<file path="src/rtl/qsfp_link_monitor.sv">
`default_nettype none
// ============================================================================
// Module      : qsfp_link_monitor
// Description : Synchronizes Aurora QSFP status, debounces channel_up into a
//               DOWN/QUAL/UP link state, and keeps error and drop counters.
// Revision    : 1.0
// ============================================================================
module qsfp_link_monitor #(
  parameter int LANE_COUNT      = 4,
  parameter int DEBOUNCE_CYCLES = 1024,
  parameter int CNT_WIDTH       = 16
) (
  input  logic                  clk,
  input  logic                  resetn,
  input  logic                  raw_channel_up,
  input  logic [LANE_COUNT-1:0] raw_lane_up,
  input  logic                  raw_gt_pll_lock,
  input  logic                  raw_hard_err,
  input  logic                  raw_soft_err,
  input  logic                  raw_mmcm_not_locked_out,
  input  logic                  clear,
  output logic                  link_up,
  output logic [1:0]            link_state,
  output logic [LANE_COUNT-1:0] lane_up,
  output logic                  gt_pll_lock,
  output logic                  mmcm_not_locked_out,
  output logic                  hard_err_sticky,
  output logic [CNT_WIDTH-1:0]  soft_err_count,
  output logic [CNT_WIDTH-1:0]  link_drop_count,
  output logic [31:0]           status_word
);

  localparam int SYNC_W = LANE_COUNT + 5;
  localparam int QUAL_W = (DEBOUNCE_CYCLES > 2) ? $clog2(DEBOUNCE_CYCLES) : 1;
  localparam logic [QUAL_W-1:0]    QUAL_LAST = QUAL_W'(DEBOUNCE_CYCLES - 1);
  localparam logic [QUAL_W-1:0]    QUAL_ONE  = QUAL_W'(1);
  localparam logic [CNT_WIDTH-1:0] CNT_MAX   = '1;

  localparam logic [1:0] ST_DOWN = 2'd0;
  localparam logic [1:0] ST_QUAL = 2'd1;
  localparam logic [1:0] ST_UP   = 2'd2;

  logic [SYNC_W-1:0] raw_bus;
  logic [SYNC_W-1:0] sync_meta;
  logic [SYNC_W-1:0] sync_out;

  logic                  s_mmcm_not_locked_out;
  logic                  s_soft_err;
  logic                  s_hard_err;
  logic                  s_gt_pll_lock;
  logic                  s_channel_up;
  logic [LANE_COUNT-1:0] s_lane_up;
  logic                  soft_err_d;
  logic                  soft_err_rise;
  logic                  clocks_ok;

  logic [1:0]        state;
  logic [1:0]        state_next;
  logic [QUAL_W-1:0] qual_cnt;
  logic [QUAL_W-1:0] qual_cnt_next;
  logic              drop_event;

  assign raw_bus = {raw_lane_up, raw_channel_up, raw_gt_pll_lock,
                    raw_hard_err, raw_soft_err, raw_mmcm_not_locked_out};

  always_ff @(posedge clk) begin
    if (!resetn) begin
      sync_meta  <= '0;
      sync_out   <= '0;
      soft_err_d <= 1'b0;
    end else begin
      sync_meta  <= raw_bus;
      sync_out   <= sync_meta;
      soft_err_d <= s_soft_err;
    end
  end

  assign s_mmcm_not_locked_out = sync_out[0];
  assign s_soft_err            = sync_out[1];
  assign s_hard_err            = sync_out[2];
  assign s_gt_pll_lock         = sync_out[3];
  assign s_channel_up          = sync_out[4];
  assign s_lane_up             = sync_out[SYNC_W-1:5];

  assign soft_err_rise = s_soft_err & ~soft_err_d;
  assign clocks_ok     = s_gt_pll_lock & ~s_mmcm_not_locked_out;

  always_ff @(posedge clk) begin
    if (!resetn) begin
      state    <= ST_DOWN;
      qual_cnt <= '0;
    end else begin
      state    <= state_next;
      qual_cnt <= qual_cnt_next;
    end
  end

  // Lost clocking overrides channel_up in every state.
  always_comb begin
    state_next    = state;
    qual_cnt_next = qual_cnt;
    case (state)
      ST_DOWN: begin
        qual_cnt_next = '0;
        if (clocks_ok && s_channel_up) begin
          state_next    = ST_QUAL;
          qual_cnt_next = QUAL_ONE;
        end
      end
      ST_QUAL: begin
        if (!clocks_ok || !s_channel_up) begin
          state_next    = ST_DOWN;
          qual_cnt_next = '0;
        end else if (qual_cnt == QUAL_LAST) begin
          state_next    = ST_UP;
          qual_cnt_next = '0;
        end else begin
          qual_cnt_next = qual_cnt + QUAL_ONE;
        end
      end
      ST_UP: begin
        qual_cnt_next = '0;
        if (!clocks_ok || !s_channel_up) state_next = ST_DOWN;
      end
      default: begin
        state_next    = ST_DOWN;
        qual_cnt_next = '0;
      end
    endcase
  end

  always_comb begin
    link_state = state;
    link_up    = (state == ST_UP);
    drop_event = (state == ST_UP) && (state_next != ST_UP);
  end

  always_ff @(posedge clk) begin
    if (!resetn) begin
      soft_err_count  <= '0;
      link_drop_count <= '0;
      hard_err_sticky <= 1'b0;
    end else begin
      if (clear)
        soft_err_count <= '0;
      else if (soft_err_rise && soft_err_count != CNT_MAX)
        soft_err_count <= soft_err_count + 1'b1;

      if (clear)
        link_drop_count <= '0;
      else if (drop_event && link_drop_count != CNT_MAX)
        link_drop_count <= link_drop_count + 1'b1;

      // A live hard error outranks clear.
      if (s_hard_err)
        hard_err_sticky <= 1'b1;
      else if (clear)
        hard_err_sticky <= 1'b0;
    end
  end

  assign lane_up             = s_lane_up;
  assign gt_pll_lock         = s_gt_pll_lock;
  assign mmcm_not_locked_out = s_mmcm_not_locked_out;

  always_comb begin
    status_word                   = '0;
    status_word[LANE_COUNT-1:0]   = s_lane_up;
    status_word[4]                = link_up;
    status_word[5]                = s_gt_pll_lock;
    status_word[6]                = hard_err_sticky;
    status_word[7]                = s_mmcm_not_locked_out;
    status_word[8]                = (soft_err_count != '0);
  end

endmodule
`default_nettype wire

</file>
<file path="config.mk">
export PLATFORM = sky130hd
export DESIGN_NAME = qsfp_link_monitor
export DESIGN_NICKNAME = d
export VERILOG_FILES = /design/src/rtl/qsfp_link_monitor.sv
export SDC_FILE = /design/constraint.sdc
export NUM_CORES = 1
export LEC_CHECK = 0
export CELL_PAD_IN_SITES_DETAIL_PLACEMENT = 1
export CELL_PAD_IN_SITES_GLOBAL_PLACEMENT = 2
export CORE_MARGIN = 1.5
export CORE_UTILIZATION = 31
export CTS_BUF_LIST = sky130_fd_sc_hd__clkbuf_4 sky130_fd_sc_hd__clkbuf_8
export CTS_CLUSTER_DIAMETER = 40
export CTS_CLUSTER_SIZE = 12
export DETAILED_ROUTE_END_ITERATION = 10
export PLACE_DENSITY = 0.92
export SETUP_SLACK_MARGIN = 0.2
export SYNTH_ARGS = -nofsm -noshare
export SYNTH_HDL_FRONTEND = slang
export SYNTH_SLANG_ARGS = --single-unit
</file>
<file path="constraint.sdc">
create_clock -name clk -period 3.75 [get_ports clk]
set_input_delay 0.9375 -clock clk [delete_from_list [all_inputs] [get_ports clk]]
set_output_delay 0.9375 -clock clk [all_outputs]
set_load 0.05 [all_outputs]
</file>
==> flow_summary.toml <==
[yosys]
yosys_most_used_dff = "dfxtp_1"
synth.avg_cell_area_um2 = 9.006
synth.distinct_cells = 54
ys_warn_count = 0
synth_async_sr_flop_share_pct = 0
syn_area_um2 = 3134
netlist_instances = 348
synth_edf_count = 0
ys_seq_area_share_pct = 40.88
synth_seq_cells = 64

[finish]
nets = 417
multiInputGateArea_um2 = 1589
layout-drive-gt1-share_pct = 8.128
fin_area_um2 = 3913
areaGrowthSynthToFinish_pct = 24.83
insertedDiodeCount = 0
regArea_um2 = 1281
nFillCells = 1148

[cts]
cts_setup_buffers = 0
cts_hold_buf = 0
cts_buffers = 9
clock_path_buffers = 2
post_cts.resized_instances = 0
clk_root_buffer_cell = "clkbuf_8"
clkSlewWorstSetupHoldPaths_ns = 0.07
cts_tree = "done"
clk_latency_ns = 0.34
htreeDepth = 3
cts_sinks = 64

[placement]
hpwl_um = 5837
port_buffers = 62
placed_cell_area_um2 = 3721
gp_congestion = 0.7831

[floorplanning]
start_util_pct = 32.07
die_w_um = 103.6
ios = 86
die_h_um = 103.6
row_count = 36
fp.coreArea_um2 = 9774
die_area_um2 = 10720

[routing]
num_vias = 2791
wl_per_cell_um = 14.93
routed_wl_um = 8045
final_antenna_net_count = 0
vias_per_cell = 5.178
firstDrtPassIters = 4
drc = 0
drt_iter0_drc = 59

[timing]
rsz0062_at_grt = "false"
hold_viol = 0
worst_slew_pin_slew_ns = 0.9486
fmax_mhz = 331.5
slew_viol_final = 0
finalSetupTns_ns = 0
setup_viol = 0
min_period_ns = 3.017
fin_worst_skew_ns = 0.01492
finalCritPeriodShare_pct = 80.45
maxSlewHeadroom_pct = 36.18

[hold_path]
hold_depth = 1
hold_class = "reg2reg"

[setup_path]
cp-end-kind = "output pin"
start_kind = "flip-flop"
crit_type = "reg2out"
required_ns = 2.81
rr_worst_depth = 4
critical_path_arrival_ns = 2.08
cp_max_fo = 6

[power]
vdd_drop_max_mv = 0.1696
p_leak_nw = 1.321
finalPower_mw = 1.403
power_density_nw_per_um2 = 358.5

[status]
outcome = "finished clean"

[grt]
grt_max_degree = 25
grtUsageTotal_pct = 15.23
grt_pass1_vias = 2818
grt_pass1_wl_um = 13410
antenna_found_initial = 0
gr-total-overflow = 0

[job]
drv_cap = 0
critical path, stage by stage, from the launching register on:
cell	delay, ns
dfxtp_1	0.40
inv_1	0.08
ha_1	0.21
nor4b_1	0.14
nand4_1	0.11
clkdlybuf4s50_1	0.80
cell type report:
cell class	count	share of cell area (%)
well taps	133	4.253
flip-flops and latches	64	32.75
inverters	11	1.055
clock buffers	10	3.358
clock inverters	6	1.535
repair buffers	65	16.44
multi-input cells	250	40.61
routing by layer:
| metal | part of all wire [%] | vias to the layer above | GRT usage (%) | wire [um] |
|---|---|---|---|---|
| met5 | 0 | - | 0 | 0 |
| met2 | 50 | 63 | 26.76 | 4009 |
| met3 | 3.6 | 16 | 3.335 | 292 |
| li1 | - | 1335 | - | - |
| met1 | 44 | 1377 | 17.36 | 3561 |
| met4 | 2.3 | 0 | 7.738 | 182 |
cell families after synthesis:
kind of cell	after synthesis	share of synthesized area, %
muxes	2	0.6387
DFF	64	40.88
adders and majority gates	4	1.597
and+or+nand+nor	149	29.30
AOI/OAI and AO/OA	64	14.17
buffers and inverters	56	11.06
xor gates and xnor gates	8	2.236
other	1	0.1196
worst paths after layout:
path	startpoint	to	slack, ns
worst max-delay path	soft_err_count[0]$_SDFFE_PP0P_	status_word[8]	0.73
worst min-delay path	sync_meta[3]$_SDFF_PN0_	sync_out[3]$_SDFF_PN0_	0.44
worst max register to register	soft_err_count[6]$_SDFFE_PP0P_	soft_err_count[2]$_SDFFE_PP0P_	1.79
worst min register to register	sync_meta[3]$_SDFF_PN0_	sync_out[3]$_SDFF_PN0_	0.44
through the flow:
stage | hold WS [ns] | std cells | worst slack (ns) | utilization (%)
6_report | 0.4368 | 539 | 0.7331 | 40.03
3_3_place_gp | 0.4126 | 523 | 1.115 | 38.07
2_1_floorplan | 0.4119 | 370 | 1.244 | -
5_1_grt | 0.4522 | 539 | 0.6125 | 40.03
4_1_cts | 0.4409 | 539 | 0.7019 | 40.03
3_5_place_dp | 0.4232 | 523 | 1.077 | 38.07
cells in the mapped netlist (4+ instances only):
cell type / instances / area (um2)
clkbuf_1: 8 / 30.03
ha_1: 4 / 50.05
o41ai_1: 5 / 43.79
a21oi_1: 19 / 95.09
nor4_1: 7 / 43.79
nor2b_1: 4 / 25.02
o31ai_1: 10 / 75.07
nand3_1: 15 / 75.07
and2_1: 21 / 131.4
nor2_1: 14 / 52.55
o21a_1: 6 / 45.04
buf_4: 36 / 270.3
dfxtp_1: 64 / 1281
nand2_1: 22 / 82.58
inv_1: 11 / 41.29
nand2b_1: 7 / 43.79
nand4_1: 10 / 62.56
o21ai_0: 5 / 25.02
or4_1: 13 / 97.59
xor2_1: 6 / 52.55
nor3_1: 7 / 35.03
and4_1: 9 / 78.83
placed cells by master, fill, tap and decap left out, types with 2 or more instances in the layout:
cell type	count
o41ai_1	5
and2_1	21
conb_1	23
and4_1	9
nor2b_1	4
clkinvlp_4	2
nor4_1	7
mux2i_1	2
or4_1	13
nand4b_1	2
ha_1	4
buf_4	3
a31oi_1	3
o21ai_0	5
nor3_1	7
nand4_1	10
nand2_1	22
inv_1	11
dfxtp_1	64
nand2b_1	7
a21oi_1	19
a41o_1	2
o31ai_1	10
xnor2_1	2
o311ai_0	3
clkinv_2	3
nand3_1	15
clkbuf_8	9
xor2_1	6
or3_1	2
o21a_1	6
nor2_1	14
or2_2	2
nand4_2	3
o211ai_1	2
clkdlybuf4s50_1	62
power breakdown:
part	internal, mW	switching [mW]
clock network	0.311	0.275
logic	0.0300	0.0931
registers	0.689	0.00464
registers in the layout (all words and copies together) (netlist names):
register and count:
link_state 2, soft_err_count 16, soft_err_d 1, sync_meta 9, sync_out 9, link_drop_count 16, qual_cnt 10, hard_err_sticky 1
Power figures use the tool's default switching activity.
